$ cat src/rtl/ripemd160_pkg.sv
// Shared definitions for the single-block RIPEMD-160 engine.
// Holds the IV, round constants, word-select and rotate tables, the
// boolean round functions and small bit helpers, plus the FSM encoding.
package ripemd160_pkg;

    typedef enum logic [1:0] {StIdle, StRound, StFinal} state_t;

    // One line of working registers; A is the most significant word.
    typedef struct packed {
        logic [31:0] a;
        logic [31:0] b;
        logic [31:0] c;
        logic [31:0] d;
        logic [31:0] e;
    } line_t;

    localparam logic [31:0] Iv0 = 32'h67452301;
    localparam logic [31:0] Iv1 = 32'hEFCDAB89;
    localparam logic [31:0] Iv2 = 32'h98BADCFE;
    localparam logic [31:0] Iv3 = 32'h10325476;
    localparam logic [31:0] Iv4 = 32'hC3D2E1F0;

    localparam line_t IvLine = '{a: Iv0, b: Iv1, c: Iv2, d: Iv3, e: Iv4};

    localparam int unsigned RlTab [80] = '{
        0, 1, 2, 3, 4, 5, 6, 7, 8, 9, 10, 11, 12, 13, 14, 15,
        7, 4, 13, 1, 10, 6, 15, 3, 12, 0, 9, 5, 2, 14, 11, 8,
        3, 10, 14, 4, 9, 15, 8, 1, 2, 7, 0, 6, 13, 11, 5, 12,
        1, 9, 11, 10, 0, 8, 12, 4, 13, 3, 7, 15, 14, 5, 6, 2,
        4, 0, 5, 9, 7, 12, 2, 10, 14, 1, 3, 8, 11, 6, 15, 13};

    localparam int unsigned RrTab [80] = '{
        5, 14, 7, 0, 9, 2, 11, 4, 13, 6, 15, 8, 1, 10, 3, 12,
        6, 11, 3, 7, 0, 13, 5, 10, 14, 15, 8, 12, 4, 9, 1, 2,
        15, 5, 1, 3, 7, 14, 6, 9, 11, 8, 12, 2, 10, 0, 4, 13,
        8, 6, 4, 1, 3, 11, 15, 0, 5, 12, 2, 13, 9, 7, 10, 14,
        12, 15, 10, 4, 1, 5, 8, 7, 6, 2, 13, 14, 0, 3, 9, 11};

    localparam int unsigned SlTab [80] = '{
        11, 14, 15, 12, 5, 8, 7, 9, 11, 13, 14, 15, 6, 7, 9, 8,
        7, 6, 8, 13, 11, 9, 7, 15, 7, 12, 15, 9, 11, 7, 13, 12,
        11, 13, 6, 7, 14, 9, 13, 15, 14, 8, 13, 6, 5, 12, 7, 5,
        11, 12, 14, 15, 14, 15, 9, 8, 9, 14, 5, 6, 8, 6, 5, 12,
        9, 15, 5, 11, 6, 8, 13, 12, 5, 12, 13, 14, 11, 8, 5, 6};

    localparam int unsigned SrTab [80] = '{
        8, 9, 9, 11, 13, 15, 15, 5, 7, 7, 8, 11, 14, 14, 12, 6,
        9, 13, 15, 7, 12, 8, 9, 11, 7, 7, 12, 7, 6, 15, 13, 11,
        9, 7, 15, 11, 8, 6, 6, 14, 12, 13, 5, 14, 13, 13, 7, 5,
        15, 5, 8, 11, 14, 14, 6, 14, 6, 9, 12, 9, 12, 5, 15, 8,
        8, 5, 12, 9, 12, 5, 14, 6, 8, 13, 6, 5, 15, 13, 11, 11};

    function automatic logic [3:0] r_sel(logic [6:0] j, logic right);
        return right ? 4'(RrTab[j]) : 4'(RlTab[j]);
    endfunction

    function automatic logic [3:0] s_sel(logic [6:0] j, logic right);
        return right ? 4'(SrTab[j]) : 4'(SlTab[j]);
    endfunction

    // Group index is j/16, i.e. j[6:4] for j in 0..79.
    function automatic logic [31:0] k_sel(logic [2:0] grp, logic right);
        case (grp)
            3'd0:    return right ? 32'h50A28BE6 : 32'h00000000;
            3'd1:    return right ? 32'h5C4DD124 : 32'h5A827999;
            3'd2:    return right ? 32'h6D703EF3 : 32'h6ED9EBA1;
            3'd3:    return right ? 32'h7A6D76E9 : 32'h8F1BBCDC;
            default: return right ? 32'h00000000 : 32'hA953FD4E;
        endcase
    endfunction

    function automatic logic [31:0] rmd_f(logic [6:0] j, logic [31:0] x, logic [31:0] y,
                                          logic [31:0] z);
        case (j[6:4])
            3'd0:    return x ^ y ^ z;
            3'd1:    return (x & y) | (~x & z);
            3'd2:    return (x | ~y) ^ z;
            3'd3:    return (x & z) | (y & ~z);
            default: return x ^ (y | ~z);
        endcase
    endfunction

    function automatic logic [31:0] rol(logic [31:0] x, logic [4:0] s);
        return (x << s) | (x >> (6'd32 - {1'b0, s}));
    endfunction

    function automatic logic [31:0] bswap32(logic [31:0] x);
        return {x[7:0], x[15:8], x[23:16], x[31:24]};
    endfunction

endpackage

$ cat src/rtl/ripemd160_step.sv
// Combinational RIPEMD-160 step for one line (left or right).
// Ports: round  - step index j (0..79)
//        right  - 1 selects the right-line function order and constants
//        cur    - current A..E
//        x      - message word already selected for this line and step
//        nxt    - A..E after the step
module ripemd160_step
    import ripemd160_pkg::*;
(
    input  logic [6:0]  round,
    input  logic        right,
    input  line_t       cur,
    input  logic [31:0] x,
    output line_t       nxt
);

    logic [6:0]  f_idx;
    logic [31:0] sum;

    always_comb begin
        // The right line walks the boolean functions in reverse order.
        f_idx = right ? (7'd79 - round) : round;
        sum   = cur.a + rmd_f(f_idx, cur.b, cur.c, cur.d) + x + k_sel(round[6:4], right);
        nxt.a = cur.e;
        nxt.b = rol(sum, {1'b0, s_sel(round, right)}) + cur.e;
        nxt.c = cur.b;
        nxt.d = rol(cur.c, 5'd10);
        nxt.e = cur.d;
    end

endmodule

$ cat src/rtl/ripemd160_final.sv
// Iterative single-block RIPEMD-160 compression with IV load and final
// chaining addition. One step of both lines per clock: 1 load + 80 rounds
// + 1 final cycle.
// Ports: clk, rst_n  - clock, async active-low reset
//        i_valid     - start strobe, honoured only when idle
//        block       - 512-bit pre-padded block, word j = block[32j+:32]
//        o_valid     - one-cycle pulse when ans is updated
//        ans         - 160-bit digest, first byte in ans[159:152]
module ripemd160_final
    import ripemd160_pkg::*;
(
    input  logic         clk,
    input  logic         rst_n,
    input  logic         i_valid,
    input  logic [511:0] block,
    output logic         o_valid,
    output logic [159:0] ans
);

    state_t         state_q, state_d;
    logic [511:0]   blk_q, blk_d;
    logic [6:0]     round_q, round_d;
    line_t          left_q, left_d, right_q, right_d;
    line_t          left_nxt, right_nxt;
    logic           o_valid_q, o_valid_d;
    logic [159:0]   ans_q, ans_d;
    logic [31:0]    x_left, x_right;
    logic [31:0]    h0, h1, h2, h3, h4;

    assign x_left  = blk_q[{r_sel(round_q, 1'b0), 5'd0} +: 32];
    assign x_right = blk_q[{r_sel(round_q, 1'b1), 5'd0} +: 32];

    ripemd160_step u_step_left (
        .round (round_q),
        .right (1'b0),
        .cur   (left_q),
        .x     (x_left),
        .nxt   (left_nxt)
    );

    ripemd160_step u_step_right (
        .round (round_q),
        .right (1'b1),
        .cur   (right_q),
        .x     (x_right),
        .nxt   (right_nxt)
    );

    // Chaining addition; the IV words rotate by one position.
    assign h0 = Iv1 + left_q.c + right_q.d;
    assign h1 = Iv2 + left_q.d + right_q.e;
    assign h2 = Iv3 + left_q.e + right_q.a;
    assign h3 = Iv4 + left_q.a + right_q.b;
    assign h4 = Iv0 + left_q.b + right_q.c;

    always_comb begin
        state_d   = state_q;
        blk_d     = blk_q;
        round_d   = round_q;
        left_d    = left_q;
        right_d   = right_q;
        o_valid_d = 1'b0;
        ans_d     = ans_q;
        unique case (state_q)
            StIdle: begin
                if (i_valid) begin
                    blk_d   = block;
                    left_d  = IvLine;
                    right_d = IvLine;
                    round_d = 7'd0;
                    state_d = StRound;
                end
            end
            StRound: begin
                left_d  = left_nxt;
                right_d = right_nxt;
                if (round_q == 7'd79) begin
                    // Park the counter at 0 so table lookups stay in range.
                    round_d = 7'd0;
                    state_d = StFinal;
                end else begin
                    round_d = round_q + 7'd1;
                end
            end
            StFinal: begin
                ans_d     = {bswap32(h0), bswap32(h1), bswap32(h2), bswap32(h3), bswap32(h4)};
                o_valid_d = 1'b1;
                state_d   = StIdle;
            end
            default: state_d = StIdle;
        endcase
    end

    always_ff @(posedge clk or negedge rst_n) begin
        if (!rst_n) begin
            state_q   <= StIdle;
            blk_q     <= '0;
            round_q   <= '0;
            left_q    <= '0;
            right_q   <= '0;
            o_valid_q <= 1'b0;
            ans_q     <= '0;
        end else begin
            state_q   <= state_d;
            blk_q     <= blk_d;
            round_q   <= round_d;
            left_q    <= left_d;
            right_q   <= right_d;
            o_valid_q <= o_valid_d;
            ans_q     <= ans_d;
        end
    end

    assign o_valid = o_valid_q;
    assign ans     = ans_q;

endmodule

$ cat config.mk
export PLATFORM = sky130hd
export DESIGN_NAME = ripemd160_final
export DESIGN_NICKNAME = d
export VERILOG_FILES = /design/src/rtl/ripemd160_pkg.sv /design/src/rtl/ripemd160_step.sv /design/src/rtl/ripemd160_final.sv
export SDC_FILE = /design/constraint.sdc
export NUM_CORES = 2
export LEC_CHECK = 0
export CAP_MARGIN = 15
export CORE_MARGIN = 2
export CORE_UTILIZATION = 25
export CTS_CLUSTER_SIZE = 8
export DETAILED_ROUTE_END_ITERATION = 16
export PLACE_DENSITY_LB_ADDON = 0.2
export SLEW_MARGIN = 40
export SYNTH_ARGS = -nofsm -noshare
export SYNTH_HDL_FRONTEND = slang
export SYNTH_SLANG_ARGS = --single-unit
$ cat constraint.sdc
create_clock -name clk -period 27 [get_ports clk]
set_input_delay 4.05 -clock clk [delete_from_list [all_inputs] [get_ports clk]]
set_output_delay 4.05 -clock clk [all_outputs]
set_load 0.01 [all_outputs]
==> reports/summary.txt <==
=================================================================================================
Crit end category ..................................................................    flip-flop
Detail Route Antenna Nets ..........................................................            0
Detailed Routing Iterations Pass 1 .................................................            6
Critical path data arrival time ....................................................    16,000 ps
Maximum fanout encountered on the critical timing path .............................           69
Seq pwr share ......................................................................        43.6%
Share of async-settable or async-resettable flops after synthesis ..................         100%
Internal power consumption .........................................................    0.00263 W
Gate count of the mapped netlist ...................................................       10,273
Die H ..............................................................................       563 µm
Share of power burned in the clock network .........................................        53.0%
Level count of the clock H-tree ....................................................            4
Post-detailed-route via-to-cell ratio ..............................................         5.38
Max capacitance violation total ....................................................            0
Slew HR ............................................................................        32.0%
Number of buffers added to fix hold violations after cts ...........................            0
EDFF count, synth ..................................................................            0
Average footprint of a synthesized cell ............................................     7.60 µm²
Clock transition at path regs ......................................................        50 ps
P_sw ...............................................................................   0.000824 W
Detailed-route via count ...........................................................       79,720
Startpoint of the worst-slack reg-to-reg timing path ...............................   round_q[1]
Number of register bits inferred by synthesis ......................................        1,002
CTS Sinks ..........................................................................        1,002
LEAKAGE ............................................................................      42.8 nW
Largest net degree at the start of global routing ..................................          202
Initial antenna violation count ....................................................           30
Top cells by instance count after synthesis ........................................ nand2_1, dfrtp_1, o21ai_0
Count of filler cells inserted in the layout .......................................       33,487
Total count of max-transition violations in the final report .......................            0
Global-route wire length before repair .............................................   608,000 µm
Area of the placeable core .........................................................    0.311 mm²
Kind of start point of the critical path ...........................................    flip-flop
Proportion of layout cells with a drive suffix above 1 .............................        4.98%
Clock latency of the later-clocked register in the worst-skew pair .................       880 ps
Most numerous cell in the Yosys netlist ............................................      nand2_1
Routed length per placed instance ..................................................      29.6 µm
Overall fraction of global-route tracks in use .....................................        26.9%
Post CTS Setup Buffer Count ........................................................            0
Power density over the cells .......................................................  36.7 mW/mm²
# port buffers .....................................................................          675
Share of the clock period used by the worst path after layout ......................        56.8%
Io pins ............................................................................          676
Setup skew after layout ............................................................      84.2 ps
Synthesized net count ..............................................................       11,437
Number of distinct library cell variants in the gate-level netlist after synthesis .           93
Seq/Total Area, Yosys ..............................................................        32.1%
Hold Vio Cnt, Final ................................................................            0
Number of design-rule violations left by the first detailed-router iteration .......        8,842
Cell type group with the largest total delay on the critical path .................. compound AO/OA/AOI/OAI gates
Switching share of power ...........................................................        23.9%
Worst path required time ...........................................................    27,670 ps
Run status .........................................................................    completed
Pin slew with the least headroom to its limit ......................................      1020 ps
Root Buffer Master .................................................................    clkbuf_16
DPL Wire Length ....................................................................   348,000 µm
Library cell with the largest summed area after synthesis ..........................      dfrtp_1
Maximum clock path buffer count ....................................................            4
Non-filler cells in the finished layout ............................................       14,811
GP Congestion ......................................................................        0.979
Combinational Power Share ..........................................................         3.5%
Largest cells by area after synthesis .............................................. dfrtp_1, nand2_1, ha_1
Total overflow reported by the global router .......................................            0
Primary FF master, synth ...........................................................      dfrtp_1
Minimum clock period ...............................................................    15,330 ps
Max Clock Freq .....................................................................     65.2 MHz
Syn Std Cell Area ..................................................................   0.0781 mm²
Cts bufs inserted ..................................................................          154
Final #Nets ........................................................................       11,783
Setup TNS ..........................................................................         0 ps
Launch point of the worst hold path ................................................      ans[22]
RSZ-0062 raised after global routing ...............................................        false
Worst stage delay on the critical path .............................................       800 ps
Total wire length after detailed routing ...........................................   439,000 µm
Placed instance count ..............................................................       14,599
Count of unresolved DRC violations after routing ...................................            0
Class of the tightest hold or removal check ........................................   reg -> reg
CTS tree ...........................................................................         done
Standard-cell rows .................................................................          205
Count of final setup violators .....................................................            0
Count of synthesis-stage warnings from yosys .......................................            0
Die X ..............................................................................       563 µm
Vias in the first global route .....................................................       76,829
Total of cells resized after clock tree synthesis ..................................            0
Critical-path top delay cell .......................................................       and2_4
Initial core utilization ...........................................................        25.1%
Layout overhead on the synthesized area ............................................        20.2%
Die footprint ......................................................................    0.317 mm²
Crit path buffers/inverters ........................................................            6
Critical Path Source ...............................................................   round_q[1]
Area fraction of the dominant cell type after synthesis ............................        32.1%
Worst-case vdd ir drop .............................................................    0.0436 mV
Worst Setup Path Type ..............................................................   reg -> reg
=================================================================================================
-- flip-flops by register name, indices dropped and copies added, names as in the netlist --
| register | cells |
|---|---|
| blk_q | 512 |
| ans | 160 |
| left_q | 160 |
| right_q | 160 |
| round_q | 7 |
| state_q | 2 |
| o_valid | 1 |
-- cells in the final DEF (no fill, tap or decap), types with 31 or more instances in the layout --
| cell | instances |
|---|---|
| and3_1 | 163 |
| a311oi_1 | 158 |
| o31ai_1 | 46 |
| or3_1 | 31 |
| inv_1 | 611 |
| nor2b_1 | 56 |
| a311o_1 | 35 |
| o21a_1 | 52 |
| ha_1 | 520 |
| buf_4 | 121 |
| xnor2_1 | 242 |
| fa_1 | 129 |
| o22ai_1 | 71 |
| o221ai_1 | 50 |
| nand2b_1 | 62 |
| nand2_1 | 3126 |
| xor2_1 | 111 |
| o21ai_0 | 679 |
| a22oi_1 | 45 |
| mux2i_1 | 198 |
| a31oi_1 | 140 |
| nor3_1 | 88 |
| nand3_1 | 513 |
| clkdlybuf4s50_1 | 674 |
| dfrtp_1 | 996 |
| nor2_1 | 363 |
| a211oi_1 | 58 |
| o211ai_1 | 51 |
| a21o_1 | 136 |
| o21bai_1 | 32 |
| a21oi_1 | 364 |
| clkbuf_16 | 155 |
-- layer usage --
metal	global-route usage, %	up-vias	wire length [µm]
met1	35.4	39288	185000
met2	40.9	3794	189000
met4	16.8	18	32500
met3	4.54	814	32400
met5	0	-	107
li1	-	35806	-
-- per-stage QoR --
stage | area [µm²] | total power (W) | worst slack [ps] | hold slack [ps] | utilization, %
4_1_cts | 93700 | 0.00348 | 11710 | 479 | 30.1
5_1_grt | 93900 | 0.00355 | 10910 | 494 | 30.2
3_3_place_gp | 89000 | 0.00165 | 11680 | 454 | 28.6
6_report | 93900 | 0.00345 | 11670 | 472 | 30.2
3_5_place_dp | 89500 | 0.00165 | 11810 | 467 | 28.7
2_1_floorplan | 78100 | 0.00153 | 16220 | 454 | -
-- cell type report --
type	count	area (µm²)	share of cell area, %
diodes	9	22.5	0.0240
multi-input cells	8005	48800	52.0
flip-flops and latches	1002	25100	26.7
clock buffers	181	4030	4.29
clock inverters	18	225	0.240
repair buffers	836	8250	8.78
inverters	620	2330	2.48
well taps	4140	5180	5.52
-- cell families (layout without fill, tap and decap cells) --
| kind of cell | after synthesis | count (layout) | share of synthesized area [%] |
|---|---|---|---|
| AND/OR/NAND/NOR | 4528 | 4528 | 24.2 |
| adder cells (fa/ha/maj) | 649 | 649 | 11.6 |
| other | 0 | 9 | 0 |
| multiplexers | 234 | 234 | 3.19 |
| buffers and inverters | 1266 | 1655 | 6.15 |
| flip-flops | 1002 | 1002 | 32.1 |
| AO/OA/AOI/OAI | 2227 | 2227 | 18.6 |
| XOR/XNOR | 367 | 367 | 4.12 |
-- power by group through the flow --
stage	Clock [W]	Sequential (W)	Combinational (W)
global route	0.00192	0.00150	0.000129
CTS	0.00186	0.00150	0.000121
finish	0.00183	0.00150	0.000119
floorplan	0	0.00153	0.000000869
global placement	0	0.00153	0.000118
detailed placement	0	0.00153	0.000120
-- worst paths after layout --
path                                    end  slack (ps)  cells after the start
worst max-delay path            left_q[126]       11670                     45
worst min-delay path                ans[22]         470                      2
max in group asynchronous        left_q[62]       21360                      5
worst max register to register  left_q[126]       11670                     45
worst min register to register      ans[22]         470                      2
min in group asynchronous           ans[90]        3210                      1
-- worst min-delay path, delay by kind of cell, from the launching register on --
| kind | cells | cell delay [ps] |
|---|---|---|
| and+or+nand+nor | 2 | 100 |
| DFF | 1 | 340 |
Power figures use the tool's default switching activity.
